`src/rtl/force_pkg.sv`:
```
// Shared types for the force/release override unit: command opcodes, FSM states,
// and the channel-index width helper.
package force_pkg;

    localparam int unsigned OP_W = 2;

    typedef enum logic [OP_W-1:0] {
        FORCE       = 2'd0,
        RELEASE     = 2'd1,
        TFORCE      = 2'd2,
        RELEASE_ALL = 2'd3
    } force_op_e;

    typedef enum logic {
        IDLE  = 1'b0,
        SWEEP = 1'b1
    } force_state_e;

    // Channel-index width; a single channel still needs one index bit.
    function automatic int unsigned ch_width(input int unsigned n);
        return (n > 1) ? $clog2(n) : 1;
    endfunction

endpackage

```
`src/rtl/force_override_ctrl_if.sv`:
```
// Command handshake bundle for force_override_ctrl: valid/ready plus the
// opcode, target channel, force value and timed-hold payload.
interface force_override_ctrl_if
    import force_pkg::*;
#(
    parameter int unsigned WIDTH  = 8,
    parameter int unsigned HOLD_W = 8,
    parameter int unsigned CH_W   = 2
);
    logic              cmd_valid;
    logic              cmd_ready;
    logic [OP_W-1:0]   cmd_op;
    logic [CH_W-1:0]   cmd_ch;
    logic [WIDTH-1:0]  cmd_value;
    logic [HOLD_W-1:0] cmd_hold;

    modport master (
        output cmd_valid, cmd_op, cmd_ch, cmd_value, cmd_hold,
        input  cmd_ready
    );

    modport slave (
        input  cmd_valid, cmd_op, cmd_ch, cmd_value, cmd_hold,
        output cmd_ready
    );
endinterface

```
`src/rtl/force_chan.sv`:
```
// One overridable channel: held value, forced flag, timed-hold counter and the
// registered release pulse. A set strobe always beats clear and expiry.
module force_chan #(
    parameter int unsigned WIDTH  = 8,
    parameter int unsigned HOLD_W = 8
) (
    input  logic              clk,
    input  logic              rst_n,
    input  logic [WIDTH-1:0]  i_drv,
    input  logic              i_set,
    input  logic              i_timed,
    input  logic              i_clr,
    input  logic [WIDTH-1:0]  i_value,
    input  logic [HOLD_W-1:0] i_hold,
    output logic [WIDTH-1:0]  o_out,
    output logic              o_forced,
    output logic              o_rel_pulse
);

    logic [WIDTH-1:0]  r_value;
    logic [HOLD_W-1:0] r_cnt;
    logic              r_forced;
    logic              r_pulse;
    logic              w_expire;
    logic              w_forced_nxt;

    // A zero counter means an untimed force; the window closes on the 1->0 step.
    assign w_expire     = r_forced && (r_cnt == HOLD_W'(1));
    assign w_forced_nxt = i_set || (r_forced && !i_clr && !w_expire);

    always_ff @(posedge clk or negedge rst_n) begin
        if (!rst_n) begin
            r_value  <= '0;
            r_cnt    <= '0;
            r_forced <= 1'b0;
            r_pulse  <= 1'b0;
        end else begin
            r_forced <= w_forced_nxt;
            r_pulse  <= r_forced && !w_forced_nxt;
            if (i_set) begin
                r_value <= i_value;
                r_cnt   <= i_timed ? i_hold : '0;
            end else if (i_clr) begin
                r_cnt <= '0;
            end else if (r_cnt != '0) begin
                r_cnt <= r_cnt - HOLD_W'(1);
            end
        end
    end

    assign o_out       = r_forced ? r_value : i_drv;
    assign o_forced    = r_forced;
    assign o_rel_pulse = r_pulse;

endmodule

```
`src/rtl/force_override_ctrl.sv`:
```
// Multi-channel force/release override: command handshake, RELEASE_ALL sweep FSM,
// channel decode and sticky error, with one force_chan per overridable net.
module force_override_ctrl
    import force_pkg::*;
#(
    parameter int unsigned N_CH   = 4,
    parameter int unsigned WIDTH  = 8,
    parameter int unsigned HOLD_W = 8
) (
    input  logic                    clk,
    input  logic                    rst_n,
    force_override_ctrl_if.slave    cmd,
    input  logic [N_CH*WIDTH-1:0]   drv,
    output logic [N_CH*WIDTH-1:0]   out,
    output logic [N_CH-1:0]         forced,
    output logic [N_CH-1:0]         rel_pulse,
    output logic                    err
);

    localparam int unsigned CH_W = ch_width(N_CH);

    force_state_e     r_state;
    force_state_e     w_state_nxt;
    logic [CH_W-1:0]  r_idx;
    logic [CH_W-1:0]  w_idx_nxt;
    logic             w_ready;
    logic             r_err;
    force_op_e        w_op;
    logic             w_acc;
    logic             w_ch_ok;
    logic             w_ch_acc;
    logic [N_CH-1:0]  w_set;
    logic [N_CH-1:0]  w_clr;

    assign w_op     = force_op_e'(cmd.cmd_op);
    assign w_acc    = cmd.cmd_valid && w_ready;
    assign w_ch_ok  = 32'(cmd.cmd_ch) < N_CH;
    assign w_ch_acc = w_acc && w_ch_ok && (w_op != RELEASE_ALL);

    always_ff @(posedge clk or negedge rst_n) begin
        if (!rst_n) begin
            r_state <= IDLE;
            r_idx   <= '0;
        end else begin
            r_state <= w_state_nxt;
            r_idx   <= w_idx_nxt;
        end
    end

    // SWEEP releases one channel per edge, index 0 first, then drops back to IDLE.
    always_comb begin
        w_state_nxt = r_state;
        w_idx_nxt   = r_idx;
        w_ready     = 1'b0;
        case (r_state)
            IDLE: begin
                w_ready = 1'b1;
                if (cmd.cmd_valid && (w_op == RELEASE_ALL)) begin
                    w_state_nxt = SWEEP;
                    w_idx_nxt   = '0;
                end
            end
            SWEEP: begin
                if (r_idx == CH_W'(N_CH - 1)) begin
                    w_state_nxt = IDLE;
                    w_idx_nxt   = '0;
                end else begin
                    w_idx_nxt = r_idx + CH_W'(1);
                end
            end
            default: begin
                w_state_nxt = IDLE;
                w_idx_nxt   = '0;
            end
        endcase
    end

    assign cmd.cmd_ready = w_ready;

    always_ff @(posedge clk or negedge rst_n) begin
        if (!rst_n) begin
            r_err <= 1'b0;
        end else if (w_acc && !w_ch_ok && (w_op != RELEASE_ALL)) begin
            r_err <= 1'b1;
        end
    end

    assign err = r_err;

    for (genvar c = 0; c < N_CH; c++) begin : g_ch
        logic w_hit;

        assign w_hit    = w_ch_acc && (cmd.cmd_ch == CH_W'(c));
        assign w_set[c] = w_hit && ((w_op == FORCE) || (w_op == TFORCE));
        assign w_clr[c] = (w_hit && (w_op == RELEASE)) ||
                          ((r_state == SWEEP) && (r_idx == CH_W'(c)));

        force_chan #(
            .WIDTH  (WIDTH),
            .HOLD_W (HOLD_W)
        ) u_chan (
            .clk         (clk),
            .rst_n       (rst_n),
            .i_drv       (drv[c*WIDTH +: WIDTH]),
            .i_set       (w_set[c]),
            .i_timed     (w_op == TFORCE),
            .i_clr       (w_clr[c]),
            .i_value     (cmd.cmd_value),
            .i_hold      (cmd.cmd_hold),
            .o_out       (out[c*WIDTH +: WIDTH]),
            .o_forced    (forced[c]),
            .o_rel_pulse (rel_pulse[c])
        );
    end

endmodule

```
`src/flat_wrapper.sv`:
```
// flat-port wrapper written by rule: the top's interface ports become plain ports
module force_override_ctrl_flat import force_pkg::*;
#(
    parameter int unsigned N_CH   = 4,
    parameter int unsigned WIDTH  = 8,
    parameter int unsigned HOLD_W = 8
)
  (clk, rst_n, drv, out, forced, rel_pulse, err, cmd_cmd_valid, cmd_cmd_op, cmd_cmd_ch, cmd_cmd_value, cmd_cmd_hold, cmd_cmd_ready);
  force_override_ctrl_if #(.WIDTH(WIDTH), .HOLD_W(HOLD_W), .CH_W((ch_width((4))))) cmd_i ();
  input  logic clk;
  input  logic rst_n;
  input  logic [N_CH*WIDTH-1:0] drv;
  output logic [N_CH*WIDTH-1:0] out;
  output logic [N_CH-1:0] forced;
  output logic [N_CH-1:0] rel_pulse;
  output logic err;
  input wire logic [$bits(cmd_i.cmd_valid)-1:0] cmd_cmd_valid;
  input wire logic [$bits(cmd_i.cmd_op)-1:0] cmd_cmd_op;
  input wire logic [$bits(cmd_i.cmd_ch)-1:0] cmd_cmd_ch;
  input wire logic [$bits(cmd_i.cmd_value)-1:0] cmd_cmd_value;
  input wire logic [$bits(cmd_i.cmd_hold)-1:0] cmd_cmd_hold;
  output wire logic [$bits(cmd_i.cmd_ready)-1:0] cmd_cmd_ready;
  assign cmd_i.cmd_valid = cmd_cmd_valid;
  assign cmd_i.cmd_op = cmd_cmd_op;
  assign cmd_i.cmd_ch = cmd_cmd_ch;
  assign cmd_i.cmd_value = cmd_cmd_value;
  assign cmd_i.cmd_hold = cmd_cmd_hold;
  assign cmd_cmd_ready = cmd_i.cmd_ready;
  force_override_ctrl #(.N_CH(N_CH), .WIDTH(WIDTH), .HOLD_W(HOLD_W)) u_core (.clk(clk), .rst_n(rst_n), .cmd(cmd_i), .drv(drv), .out(out), .forced(forced), .rel_pulse(rel_pulse), .err(err));
endmodule
```
`config.mk`:
```
export PLATFORM = sky130hd
export DESIGN_NAME = force_override_ctrl_flat
export DESIGN_NICKNAME = d
export VERILOG_FILES = /design/src/rtl/force_pkg.sv /design/src/rtl/force_override_ctrl_if.sv /design/src/rtl/force_chan.sv /design/src/rtl/force_override_ctrl.sv /design/src/flat_wrapper.sv
export SDC_FILE = /design/constraint.sdc
export NUM_CORES = 1
export LEC_CHECK = 0
export ABC_AREA = 1
export CELL_PAD_IN_SITES_DETAIL_PLACEMENT = 1
export CELL_PAD_IN_SITES_GLOBAL_PLACEMENT = 1
export CORE_MARGIN = 1
export CORE_UTILIZATION = 39
export CTS_CLUSTER_DIAMETER = 100
export DETAILED_ROUTE_END_ITERATION = 8
export PLACE_DENSITY_LB_ADDON = 0.2
export SLEW_MARGIN = 0
export SYNTH_ARGS = -nofsm -noshare
export SYNTH_HDL_FRONTEND = slang
export SYNTH_SLANG_ARGS = --single-unit
```
`constraint.sdc`:
```
create_clock -name clk -period 4.1 [get_ports clk]
set_input_delay 0.82 -clock clk [delete_from_list [all_inputs] [get_ports clk]]
set_output_delay 0.82 -clock clk [all_outputs]
set_load 0.02 [all_outputs]
```
==> impl_metrics.tcl, run 1 <==
set metrics [dict create \
    clk_latency_ns 0.34 \
    max_freq_mhz 343 \
    io_pins 97 \
    cellLeakagePower_nw 2.97 \
    fp-row-count 39 \
    clkSinkCount 75 \
    ctsLongestPathBuffers 2 \
    drtIter0Drc 163 \
    slew_headroom 0.368 \
    yosysTopAreaCellShare 0.414 \
    cts_setup_buffers 0 \
    synth-seq-area-share 0.414 \
    grt_max_degree 39 \
    start_util 0.399 \
    min_path_type "register to register" \
    drtPass1Iterations 4 \
    remaining_drc_errors 0 \
    total_power_mw 4.13 \
    crit_required_ns 3.28 \
    ys_types 30 \
    wl_mm 13.4 \
    syn_inst 639 \
    status "complete, no violations" \
    crit_slowest_cell "clkdlybuf4s50_1" \
    antenna_found_initial 0 \
    finalSetupTns_ns 0 \
    dp.cells 856 \
    syn2layout_area_growth_pct 28.4 \
    grt_overflow 0 \
    critPathKind "primary input to primary output" \
    wl_per_cell_um 15.3 \
    dp_hpwl_mm 10.3 \
    synth_nets 710 \
    post_cts_resized 0 \
    port_buffers 95 \
    nFillCells 1475 \
    cpMostUsedCell "clkdlybuf4s50_1" \
    cts_buffers 9 \
    placed_area_sq_um 5530 \
    place_congestion 0.858 \
    cp_max_fo 1 \
    fp.dieW_um 110 \
    skew_ns 0.00591 \
    vias_per_cell 4.93 \
    drv_cap 0 \
    worstSetupStartpointType "primary input" \
    crit_chain "clkdlybuf4s50_1, nand2_1, o21ai_0, clkdlybuf4s50_1" \
    ctsHoldBuffers 0 \
    die_y_um 110 \
    coreArea_sq_um 11400 \
    timing.final.crit_share 0.710 \
    yosys-top-cells-area "dfrtp_1 (41%), nand2_1 (22%), inv_1 (5.6%)" \
    yosys.area.top_type "dfrtp_1" \
    fin_crit_ns 2.91 \
    layout_common_cells "nand2_1 (266), clkdlybuf4s50_1 (94), dfrtp_1 (75)" \
    clkTransAtPathRegs_ns 0.05 \
    final_common_cell "nand2_1" \
    ir_drop_mv 0.304 \
    h-tree-depth 3 \
    setup_viol_count_final 0 \
    vias 4303 \
    grt_pass1_vias 4355 \
    drive_gt1_frac 0.0521 \
    critPathCaptureType "primary output" \
    final_area_sq_um 5820 \
    layout.nets 795 \
    drtAntennaViolNets 0 \
    finalHoldViolations 0 \
    dieArea_sq_um 12100 \
    stdcell_count 872 \
    cts_tree "built" \
    ys_ff_latch 75 \
    root_buffer "clkbuf_16" \
    yosysWarningCount 0 \
    syn-cell-area_sq_um 4530 \
    diodes 0 \
    rsz0062_at_grt "no" \
    maxSlewViolCount 0 \
    slowest_delay_ns 0.64 \
    tightest_slew_ns 0.948 \
    cp_data_arrival_time_ns 2.09 \
    synth_area_per_cell_sq_um 7.10 \
    grt_pass1_wl_mm 21.3 \
    gr-usage-all-layers 0.233 \
    powerDensity_nw_per_um2 709 \
]
==> final cells by class <==
class                      count  area (sq um)  area share
timing repair buffer          96           953       0.164
clock buffer                  14           254      0.0436
sequential                    75          1880       0.322
multi-input combinational    467          2240       0.385
tap                          143           179      0.0307
inverter                      75           284      0.0488
clock inverter                 2          35.0     0.00602
==> per-layer routing <==
metal,track usage,part of all wire,vias to the layer above
li1,-,-,2129
met1,0.293,0.44,2062
met4,0.0743,0.017,0
met5,0,0,-
met3,0.0362,0.044,19
met2,0.406,0.50,93
==> cell families (layout without fill, tap and decap cells) <==
logic type | count (synthesis) | count (layout) | share of synthesized area
and+or+nand+nor | 364 | 364 | 0.345
buffers and inverters | 97 | 187 | 0.0919
AOI/OAI and AO/OA | 75 | 75 | 0.0833
DFF | 75 | 75 | 0.414
adders and majority gates | 16 | 16 | 0.0441
xor gates and xnor gates | 11 | 11 | 0.0212
other | 1 | 1 | 0.000827
==> cell usage after synthesis <==
library cell / n
xnor2_1: 2
inv_4: 1
nor2_1: 48
nand4_1: 8
buf_6: 2
clkinv_1: 1
conb_1: 1
inv_2: 5
nor2_2: 2
ha_1: 16
nand3_1: 23
xor2_1: 9
clkbuf_1: 10
o31ai_1: 1
nor3_1: 1
nor2_8: 1
nand3_4: 3
nand2_1: 266
a21oi_1: 23
nand2_2: 2
nor3_4: 1
nand2_4: 2
nor2_4: 6
o21ai_0: 48
nand3_2: 1
buf_4: 9
buf_2: 1
inv_1: 68
dfrtp_1: 75
o21ai_1: 3
==> state kept, by name, indices dropped and copies added, names as in the netlist <==
signal	count
u_core.g_ch.u_chan.o_forced	4
u_core.r_idx	2
u_core.g_ch.u_chan.r_cnt	32
u_core.g_ch.u_chan.r_value	32
u_core.r_state	1
u_core.g_ch.u_chan.o_rel_pulse	4
==> per-stage QoR <==
step           hold slack [ns]  setup WS (ns)  utilization
4_1_cts                  0.486           1.19        0.512
2_1_floorplan            0.449           1.96            -
3_5_place_dp             0.471           1.19        0.487
5_1_grt                  0.517           1.09        0.512
3_3_place_gp             0.466           1.25        0.487
6_report                 0.483           1.19        0.512
==> report_power, final <==
part	internal, mW	switching [mW]
clock	0.488	0.300
combinational	0.804	1.22
sequential	1.07	0.253
==> critical path: cells and delay by family <==
family                 cells  cell delay [ns]
buffers and inverters      2             1.11
and+or+nand+nor            1             0.06
AOI/OAI and AO/OA          1             0.10
==> path summary, 6_finish.rpt <==
check / start / endpoint / slack (ns) / cells past startpoint
max: drv[7] / out[7] / 1.19 / 4
max in group asynchronous: rst_n / u_core.g_ch[1].u_chan.r_value[2]$_DFFE_PN0P_ / 2.43 / 2
min in group asynchronous: rst_n / u_core.g_ch[0].u_chan.r_value[4]$_DFFE_PN0P_ / 0.62 / 1
min: u_core.g_ch[3].u_chan.r_value[7]$_DFFE_PN0P_ / u_core.g_ch[3].u_chan.r_value[7]$_DFFE_PN0P_ / 0.48 / 2
min reg2reg: u_core.g_ch[3].u_chan.r_value[7]$_DFFE_PN0P_ / u_core.g_ch[3].u_chan.r_value[7]$_DFFE_PN0P_ / 0.48 / 2
max reg2reg: u_core.r_state$_DFF_PN0_ / u_core.g_ch[0].u_chan.r_cnt[1]$_DFFE_PN0P_ / 2.32 / 9
Power figures use the tool's default switching activity.
==> inputs of run 2 (changes only) <==
- CORE_UTILIZATION: 39 -> 33
- clock period: 4.1 -> 2.5 ns (I/O delays scaled with it)
==> run 2 against run 1 <==
Effect of this change:
- register-to-register slack lost 1.5 ns
- non-clock buffer count is 9 higher
- flip-flop and latch count unchanged
- clock power grew 71%
==> impl_metrics.tcl, run 2 (synthesized netlist as in run 1, its figures left out) <==
set metrics [dict create \
    io_pins 97 \
    remaining_drc_errors 0 \
    drtAntennaViolNets 0 \
    wl_met1_mm 6.34 \
    dieArea_sq_um 14200 \
    layout_common_cells "nand2_1 (266), clkdlybuf4s50_1 (94), dfrtp_1 (75)" \
    diodes 0 \
    grt_max_degree 32 \
    cp_data_arrival_time_ns 1.84 \
    largest_registers "u_core.g_ch.u_chan.r_cnt (32), u_core.g_ch.u_chan.r_value (32)" \
    wl_mm 13.7 \
    wl_per_cell_um 14.9 \
    ir_drop_mv 0.545 \
    drive_gt1_frac 0.0650 \
    grt_overflow 0 \
    fp.dieW_um 119 \
    layout.nets 804 \
    clkTransAtPathRegs_ns 0.06 \
    max_freq_mhz 428 \
    nFillCells 1677 \
    ctsLongestPathBuffers 2 \
    clkSinkCount 75 \
    critPathCaptureType "primary output" \
    fin_crit_ns 2.34 \
    rsz0062_at_grt "no" \
    min_path_type "primary input to async pin" \
    setup_viol_count_final 0 \
    drv_cap 0 \
    cellLeakagePower_nw 3.02 \
    powerDensity_nw_per_um2 1160 \
    post-place-ws_ns 0.215 \
    finalHoldViolations 0 \
    h-tree-depth 3 \
    root_buffer "clkbuf_16" \
    slew_headroom 0.592 \
    cp_max_fo 11 \
    setup_slack_ns 0.164 \
    antenna_found_initial 0 \
    critPathKind "register to primary output" \
    cts_buffers 9 \
    timing.final.crit_share 0.934 \
    grt_pass1_vias 4520 \
    dr.max_layer_used "met4" \
    vias 4295 \
    maxSlewViolCount 0 \
    status "complete, no violations" \
    syn2layout_area_growth_pct 31.5 \
    finalSetupTns_ns 0 \
    port_buffers 95 \
    grt_pass1_wl_mm 22.7 \
    final_common_cell "nand2_1" \
    crit_required_ns 2.00 \
    wl_met2_mm 6.51 \
    coreArea_sq_um 13300 \
    worstSetupStartpointType "register" \
    gr-usage-all-layers 0.205 \
    cts_setup_buffers 0 \
    clk_latency_ns 0.34 \
    drtIter0Drc 139 \
    tightest_slew_ns 0.613 \
    post_cts_resized 0 \
    cts_tree "built" \
    vias_per_cell 4.70 \
    wl_met3_um 509 \
    start_util 0.340 \
    fp-row-count 42 \
    drtPass1Iterations 4 \
    dp_hpwl_mm 10.7 \
    place_congestion 0.835 \
    ctsHoldBuffers 0 \
    die_y_um 119 \
    skew_ns 0.00700 \
]
-- run 2: final cells by class --
cell class | instances | area (sq um) | share of cell area
clock buffers | 15 | 278 | 0.0466
inverters | 75 | 284 | 0.0476
well taps | 176 | 220 | 0.0369
flip-flops and latches | 75 | 1880 | 0.315
repair buffers | 105 | 1030 | 0.173
clock inverters | 1 | 30.0 | 0.00504
multi-input cells | 467 | 2240 | 0.376
-- run 2: critical path: stages (launching register included) --
cell,delay [ns]
dfrtp_1,0.37
inv_1,0.29
nand2_1,0.10
o21ai_0,0.09
clkdlybuf4s50_1,0.64
-- run 2: path summary, 6_finish.rpt --
kind | cells past startpoint | end | startpoint | slack (ns)
worst max-delay path | 4 | out[12] | u_core.g_ch[1].u_chan.o_forced$_DFF_PN0_ | 0.16
worst min-delay path | 1 | u_core.g_ch[2].u_chan.o_rel_pulse$_DFF_PN0_ | rst_n | 0.17
worst max register to register | 9 | u_core.g_ch[3].u_chan.r_cnt[1]$_DFFE_PN0P_ | u_core.r_state$_DFF_PN0_ | 0.82
worst min register to register | 2 | u_core.g_ch[1].u_chan.r_value[6]$_DFFE_PN0P_ | u_core.g_ch[1].u_chan.r_value[6]$_DFFE_PN0P_ | 0.48
max in group asynchronous | 2 | u_core.g_ch[0].u_chan.r_cnt[0]$_DFFE_PN0P_ | rst_n | 1.62
min in group clk | 2 | u_core.g_ch[1].u_chan.r_value[6]$_DFFE_PN0P_ | u_core.g_ch[1].u_chan.r_value[6]$_DFFE_PN0P_ | 0.48
-- run 2: metal layers --
metal / up-vias / global-route usage
li1: 2157 / -
met3: 20 / 0.0302
met4: 0 / 0.0799
met2: 90 / 0.340
met5: - / 0
met1: 2028 / 0.269
-- run 2: power breakdown --
| group | total (mW) | switching, mW | internal [mW] |
|---|---|---|---|
| registers | 2.09 | 0.346 | 1.75 |
| logic | 3.45 | 2.09 | 1.36 |
| clock network | 1.35 | 0.497 | 0.856 |
| total | 6.90 | 2.93 | 3.96 |
-- run 2: through the flow --
stage / instance area (sq um) / power (mW) / utilization / std cells / hold slack [ns]
final: 5960 / 6.90 / 0.447 / 914 / 0.167
after global routing: 5960 / 7.49 / 0.447 / 914 / 0.221
after CTS: 5960 / 6.98 / 0.447 / 914 / 0.181
after detailed placement: 5660 / 5.58 / 0.424 / 898 / 0.473
after global placement: 5660 / 5.42 / 0.424 / 898 / 0.467
after floorplan: 4530 / 4.37 / - / 639 / 0.204
